$ cat src/rtl/ppcm_arbiter_pkg.sv
// Shared types and constants for the two-port parallel PCM arbiter.
package ppcm_arbiter_pkg;

  typedef enum logic [1:0] {
    ARB_IDLE    = 2'd0,
    ARB_GRANT   = 2'd1,
    ARB_RELEASE = 2'd2
  } arb_state_e;

  localparam logic PORT_WB   = 1'b0;
  localparam logic PORT_BOOT = 1'b1;

endpackage

$ cat src/rtl/ppcm_arbiter_rr_pick2.sv
// Two-way round-robin select: on a tie the port that did not own the core last wins.
module ppcm_arbiter_rr_pick2
  import ppcm_arbiter_pkg::*;
(
  input  logic req0,
  input  logic req1,
  input  logic last_owner,
  output logic pick
);

  always_comb begin
    pick = PORT_WB;
    if (req0 && req1) begin
      pick = ~last_owner;
    end else if (req1) begin
      pick = PORT_BOOT;
    end
  end

endmodule

$ cat src/rtl/ppcm_arbiter.sv
// Shares one PCM core read interface between the wishbone adapter (port 0) and the
// boot/prefetch engine (port 1); a granted transaction runs to completion uninterrupted.
module ppcm_arbiter
  import ppcm_arbiter_pkg::*;
#(
  parameter int ADDR_BITS     = 24,
  parameter int BEAT_CNT_BITS = 8
) (
  input  logic                     clk,
  input  logic                     rst,
  input  logic                     req0_cs,
  input  logic [ADDR_BITS-3:0]     req0_addr,
  input  logic                     req0_burst,
  output logic [31:0]              req0_dout,
  output logic                     req0_ack,
  output logic                     req0_gnt,
  input  logic                     req1_cs,
  input  logic [ADDR_BITS-3:0]     req1_addr,
  input  logic                     req1_burst,
  output logic [31:0]              req1_dout,
  output logic                     req1_ack,
  output logic                     req1_gnt,
  output logic                     core_cs,
  output logic [ADDR_BITS-3:0]     core_addr,
  output logic                     core_burst,
  input  logic [31:0]              core_dout,
  input  logic                     core_busy,
  input  logic                     core_ack,
  output logic                     arb_busy,
  output logic [BEAT_CNT_BITS-1:0] beat_cnt,
  output arb_state_e               state_dbg
);

  // Handshake: a requester raises reqN_cs and holds it, with addr/burst stable, until
  // after its final reqN_ack; reqN_gnt marks ownership, reqN_ack qualifies reqN_dout.

  arb_state_e               state_q, state_d;
  logic                     owner_q, owner_d;
  logic                     last_q, last_d;
  logic [1:0]               gnt_q, gnt_d;
  logic [BEAT_CNT_BITS-1:0] beat_q, beat_d;

  logic pick;
  logic owner_cs;
  logic in_grant;
  logic ack_hit;

  ppcm_arbiter_rr_pick2 u_pick (
    .req0       (req0_cs),
    .req1       (req1_cs),
    .last_owner (last_q),
    .pick       (pick)
  );

  always_comb begin
    owner_cs = owner_q ? req1_cs : req0_cs;
    in_grant = (state_q == ARB_GRANT);
    ack_hit  = in_grant & core_ack;

    state_d = state_q;
    owner_d = owner_q;
    last_d  = last_q;
    gnt_d   = gnt_q;
    beat_d  = beat_q;

    case (state_q)
      ARB_IDLE: begin
        if ((req0_cs || req1_cs) && !core_busy) begin
          state_d = ARB_GRANT;
          owner_d = pick;
          beat_d  = '0;
          gnt_d   = pick ? 2'b10 : 2'b01;
        end
      end
      ARB_GRANT: begin
        if (ack_hit && (beat_q != {BEAT_CNT_BITS{1'b1}})) begin
          beat_d = beat_q + 1'b1;
        end
        if (!owner_cs) begin
          state_d = ARB_RELEASE;
        end
      end
      ARB_RELEASE: begin
        // Wait for the core to finish its cycle before anyone else may start.
        if (!core_busy) begin
          state_d = ARB_IDLE;
          last_d  = owner_q;
          gnt_d   = 2'b00;
        end
      end
      default: begin
        state_d = ARB_IDLE;
        gnt_d   = 2'b00;
      end
    endcase
  end

  always_ff @(posedge clk or negedge rst) begin
    if (!rst) begin
      state_q <= ARB_IDLE;
      owner_q <= PORT_WB;
      last_q  <= PORT_BOOT;
      gnt_q   <= 2'b00;
      beat_q  <= '0;
    end else begin
      state_q <= state_d;
      owner_q <= owner_d;
      last_q  <= last_d;
      gnt_q   <= gnt_d;
      beat_q  <= beat_d;
    end
  end

  // Core request lines follow the owner combinationally so cs drops with the owner's cs.
  always_comb begin
    core_cs    = in_grant & owner_cs;
    core_addr  = in_grant ? (owner_q ? req1_addr : req0_addr) : '0;
    core_burst = in_grant & (owner_q ? req1_burst : req0_burst);
    req0_ack   = ack_hit & ~owner_q;
    req1_ack   = ack_hit & owner_q;
    req0_gnt   = gnt_q[0];
    req1_gnt   = gnt_q[1];
    req0_dout  = gnt_q[0] ? core_dout : 32'd0;
    req1_dout  = gnt_q[1] ? core_dout : 32'd0;
    arb_busy   = (state_q != ARB_IDLE);
    beat_cnt   = beat_q;
    state_dbg  = state_q;
  end

endmodule
$ cat config.mk
export PLATFORM = sky130hd
export DESIGN_NAME = ppcm_arbiter
export DESIGN_NICKNAME = d
export VERILOG_FILES = /design/src/rtl/ppcm_arbiter_pkg.sv /design/src/rtl/ppcm_arbiter_rr_pick2.sv /design/src/rtl/ppcm_arbiter.sv
export SDC_FILE = /design/constraint.sdc
export NUM_CORES = 1
export LEC_CHECK = 0
export ABC_AREA = 1
export CAP_MARGIN = 20
export CORE_MARGIN = 2
export CORE_UTILIZATION = 30
export CTS_CLUSTER_DIAMETER = 120
export DETAILED_ROUTE_END_ITERATION = 8
export PLACE_DENSITY = 0.88
export SLEW_MARGIN = 10
export SYNTH_ARGS = -nofsm -noshare
export SYNTH_HDL_FRONTEND = slang
export SYNTH_HIERARCHICAL = 1
export SYNTH_SLANG_ARGS = --single-unit
$ cat constraint.sdc
create_clock -name clk -period 2.05 [get_ports clk]
set_input_delay 0.41 -clock clk [delete_from_list [all_inputs] [get_ports clk]]
set_output_delay 0.41 -clock clk [all_outputs]
set_load 0.05 [all_outputs]
==> impl_metrics.toml, run 1 <==
[outcome]
run_status = "finished, final reports clean"

[sta]
finalSetupViolCount = 0
tightest_slew_ns = 0.660
final.setup_skew_ns = 0.00588
final-max-slew-violation-count = 0
fmax_ghz = 0.504
rsz0062_at_grt = "no"
finalHoldViolCount = 0
tns_ns = 0
min_period_over_period_pct = 96.7
max_slew_margin_pct = 55.9
period_needed_ns = 1.98

[routing]
firstDrtPassIters = 4
postRouteAntennaNets = 0
wirelength_um = 9170
vias_per_cell = 4.67
wire_per_inst_um = 15.8
vias = 2717
drc = 0
drtIter0Drc = 110

[synth]
syn_nets = 412
synth_cell_types = 25
ys.flop_type = "dfrtp_1"
yosysWarnings = 6
syn_area_sq_um = 1660
synth_edf_count = 0
syn_area_per_cell_sq_um = 5.07
postSynthCellCount = 327
ys_ff_latch = 14
async_reset_ff_share_pct = 100
yosysSeqAreaShare_pct = 21.2

[setup_path]
crit_type = "reg -> out"
start_kind = "flop"
rrSetupSlack_ns = 0.55
worst-path-max-fanout = 12
r2r_cells = 8
arrival_ns = 1.57
r2r_end = "beat_cnt[4]$_DFFE_PN0P_"
rr_startpoint = "beat_cnt[0]$_DFFE_PN0P_"
end_kind = "output pin"
critical_path_required_ns = 1.64

[clock_tree]
htree_levels = 1
cts_tree = "yes"
cts_setup_buffers = 0
clk_latency_ns = 0.25
numCtsBuffers = 3
clockBufferDepth = 2
cts.sinks = 14
cts_root_buffer = "clkbuf_8"
cts_hold_buf = 0
clkTransAtPathRegs_ns = 0.06

[power]
ir_worst_vdd_mv = 1.20
clkPwrFrac_pct = 4.0
seq_power_share_pct = 7.1
p_leak_nw = 2.46
power_frac_comb_pct = 88.9
power.density_nw_per_um2 = 1410
switching_share_pct = 55.6
p_int_mw = 3.03
p_sw_mw = 3.79

[grt]
grtUsageTotal_pct = 29.8
antenna_found_initial = 0
grt_max_degree = 35
grt_pass1_wl_um = 14700
grt_pass1_vias = 2970
grt-ovfl-total = 0

[placement]
post-dp-hpwl_um = 7750
dpl.cell_count = 578
io_buffers = 186
globalplace.congestion = 0.908
placed_area_sq_um = 4770

[final_layout]
fin_area_sq_um = 4840
n_antenna_cell = 0
mostFrequentLayoutCell = "nand2_1"
final_nets = 596
areaGrowthSynthToFinish_pct = 192
final_cells = 582
nFillCells = 238
final_cell_mix = "nand2_1 (142), buf_12 (94), clkdlybuf4s50_1 (91)"
layout-drive-gt1-share_pct = 28.8

[floorplanning]
io_pins = 187
core_sq_um = 5410
rows = 27
dieWidth_um = 78.3
die_area_sq_um = 6130
die_h_um = 78.3
start_util_pct = 30.6

[min_path]
hold_class = "reg -> reg"
hold_start = "last_q$_DFFE_PN1P_"
whs_path_depth = 2
min_to = "last_q$_DFFE_PN1P_"

[run]
max_cap_viol_count = 0
[registers in the layout, summed over array words and instances, names as in the netlist]
signal / cells
beat_cnt: 8
gnt_q: 2
state_dbg: 2
last_q: 1
owner_q: 1
[per-layer routing]
layer | share of wire (%) | track usage (%) | up-vias
met2 | 56 | 59.3 | 133
li1 | - | - | 1303
met5 | 0 | 0 | -
met3 | 7.5 | 7.59 | 22
met4 | 3.0 | 10.5 | 0
met1 | 34 | 29.5 | 1259
[stage by stage]
stage	utilization, %	hold WS (ns)	total power [mW]	setup WS, ns
after floorplan	-	0.114	3.62	-0.119
after global placement	88.3	0.471	6.39	0.201
final	89.5	0.506	6.82	0.0667
after global routing	89.5	0.516	7.08	0.00497
after CTS	89.4	0.501	6.84	0.0390
after detailed placement	88.3	0.488	6.53	0.164
[synth_stat cells (3+ instances only)]
cell type | count | share of area, %
inv_1 | 80 | 18
nor3_1 | 3 | 0.91
nand3_1 | 9 | 2.7
o21ai_0 | 3 | 0.91
clkbuf_1 | 8 | 1.8
nand2_1 | 143 | 32
nand2_2 | 4 | 1.5
a21oi_1 | 26 | 7.9
dfrtp_1 | 13 | 20
nor2_1 | 13 | 2.9
buf_2 | 6 | 1.8
[final cells by class]
class                      count  area (sq um)  area share, %
timing repair buffer         195          2870           59.3
clock buffer                   4          55.1           1.14
tap                           72          90.1           1.86
inverter                      83           317           6.54
multi-input combinational    214          1150           23.9
sequential                    14           353           7.29
[what timing repair did]
item	in CTS	in global routing
cloned	0	0
resized for setup	1	1
endpoints found under the setup margin	2	1
[how the worst max path moves through the flow]
stage	from	to	slack, ns	depth (start not counted)
after floorplan	state_dbg[1]$_DFFE_PN0P_	core_addr[0]	-0.12	4
after global placement	core_ack	req0_ack	0.20	6
after detailed placement	core_ack	req1_ack	0.16	6
after CTS	owner_q$_DFFE_PN0P_	core_cs	0.04	5
after global routing	owner_q$_DFFE_PN0P_	core_addr[21]	0.005	5
final	state_dbg[1]$_DFFE_PN0P_	req0_ack	0.07	6
[critical path: stages, from the launching register on]
cell	delay (ns)
dfrtp_1	0.43
inv_2	0.11
nand2_4	0.15
nor2_2	0.19
inv_1	0.12
nor2_2	0.16
buf_12	0.16
[cells by family after synthesis]
logic type      after synthesis  synth area share, %
xor+xnor                      1                0.529
simple gates                178                 43.4
compound gates               34                 10.9
buf+inv                      99                 23.2
fa+ha+maj                     1                0.755
flops                        14                 21.2
[power by group through the flow]
stage	clock network (mW)	registers, mW	logic [mW]
finish	0.275	0.483	6.06
global route	0.287	0.488	6.31
CTS	0.275	0.478	6.09
detailed placement	0	0.473	6.06
global placement	0	0.466	5.92
floorplan	0	0.668	2.95
(Power assumes the default switching activity.)
==> inputs of run 2 (changes only) <==
Settings changed: PLACE_DENSITY 0.88 to 0.86.
==> impl_metrics.toml, run 2 (synthesis gave the netlist of run 1 again) <==
[power]
seq_power_share_pct = 7.0
p_leak_nw = 2.44
p_int_mw = 2.99
switching_share_pct = 56.4
ir_worst_vdd_mv = 1.06
clkPwrFrac_pct = 3.6
p_sw_mw = 3.87
power_frac_comb_pct = 89.4
power.density_nw_per_um2 = 1420

[sta]
period_needed_ns = 2.01
finalHoldViolCount = 0
final.setup_skew_ns = 0.00119
rsz0062_at_grt = "no"
whs_ns = 0.482
final-max-slew-violation-count = 0
finalSetupViolCount = 0
fmax_ghz = 0.496
min_period_over_period_pct = 98.3
max_slew_margin_pct = 55.0
tns_ns = 0
setup_slack_ns = 0.0357
tightest_slew_ns = 0.673

[floorplanning]
die_h_um = 78.3
dieWidth_um = 78.3
core_sq_um = 5410
io_pins = 187
rows = 27
die_area_sq_um = 6130
start_util_pct = 30.6

[final_layout]
final_nets = 595
final_cell_mix = "nand2_1 (142), buf_12 (94), clkdlybuf4s50_1 (90)"
mostFrequentLayoutCell = "nand2_1"
largest_reg_flops = 8
n_antenna_cell = 0
areaGrowthSynthToFinish_pct = 191
layout-drive-gt1-share_pct = 29.1
final_cells = 581

[setup_path]
cpMaxStageDelayCell = "clkdlybuf4s50_1"
path_delay_family = "buffers and inverters"
path_cells = "clkdlybuf4s50_1"
crit_type = "reg -> out"
worst-path-max-fanout = 7
slowest_delay_ns = 0.87
critPathBufInv = 1
critical_path_required_ns = 1.64
arrival_ns = 1.60
start_kind = "flop"
end_kind = "output pin"

[routing]
vias_per_cell = 4.86
vias = 2826
drc = 0
postRouteAntennaNets = 0
wire_per_inst_um = 17.6
firstDrtPassIters = 4
wirelength_um = 10200
drtIter0Drc = 123

[min_path]
hold_class = "reg -> reg"

[clock_tree]
clk_latency_ns = 0.25
htree_levels = 1
cts_tree = "yes"
cts.sinks = 14
cts_root_buffer = "clkbuf_8"
numCtsBuffers = 3
cts_hold_buf = 0
clkTransAtPathRegs_ns = 0.06
clockBufferDepth = 2

[placement]
io_buffers = 186
post-dp-hpwl_um = 8370
pre_cts_slack_ns = 0.166
globalplace.congestion = 0.925
dpl.cell_count = 577

[grt]
antenna_found_initial = 0
grt_max_degree = 35
grt-ovfl-total = 0
grtUsageTotal_pct = 32.4
grt_pass1_vias = 2864
grt_pass1_wl_um = 15500

[outcome]
run_status = "finished, final reports clean"

[run]
max_cap_viol_count = 0
-- run 2: cell types whose count changed in the layout (fill, tap and decap cells not counted) --
| cell | before | now |
|---|---|---|
| clkbuf_1 | 0 | 1 |
| a21oi_2 | 4 | 6 |
| nand2_4 | 2 | 1 |
| nand2_2 | 4 | 5 |
| a21oi_1 | 5 | 3 |
| clkbuf_8 | 4 | 3 |
| clkdlybuf4s50_1 | 91 | 90 |
-- run 2: power groups by stage --
stage	clock network (mW)	logic [mW]	registers [mW]
2_1_floorplan	0	2.95	0.668
3_3_place_gp	0	5.94	0.466
3_5_place_dp	0	6.10	0.479
4_1_cts	0.236	6.14	0.478
5_1_grt	0.250	6.34	0.492
6_report	0.246	6.13	0.482
-- run 2: metal layers --
metal	routed length (um)	vias to the layer above	global-route usage, %
li1	-	1306	-
met1	3340	1334	32.2
met2	5850	165	67.7
met3	779	21	6.21
met4	237	0	7.37
met5	0	-	0
-- run 2: repair_timing --
item	in CTS	in global routing
setup buffers	0	0
setup endpoints to repair	2	0
gates resized for setup	3	0
-- run 2: final cells by class --
type                    instances  area [sq um]
clock buffers                   4          45.0
inverters                      83           317
well taps                      72          90.1
repair buffers                194          2860
flip-flops and latches         14           353
fillers                       260           586
multi-input cells             214          1160
-- run 2: final timing paths --
kind	startpoint	slack, ns	cells past startpoint	endpoint
min reg2reg	last_q$_DFFE_PN1P_	0.48	2	last_q$_DFFE_PN1P_
max	beat_cnt[5]$_DFFE_PN0P_	0.04	1	beat_cnt[5]
max reg2reg	beat_cnt[0]$_DFFE_PN0P_	0.51	10	beat_cnt[2]$_DFFE_PN0P_
min in group asynchronous	rst	0.56	1	beat_cnt[7]$_DFFE_PN0P_
max in group asynchronous	rst	1.01	1	state_dbg[0]$_DFFE_PN0P_
min	last_q$_DFFE_PN1P_	0.48	2	last_q$_DFFE_PN1P_
-- run 2: stage by stage --
stage | util, % | power, mW | cell area [sq um]
6_report | 89.2 | 6.86 | 4820
5_1_grt | 89.2 | 7.08 | 4820
4_1_cts | 89.2 | 6.85 | 4820
3_5_place_dp | 88.1 | 6.58 | 4760
3_3_place_gp | 88.1 | 6.41 | 4760
2_1_floorplan | - | 3.62 | 1880
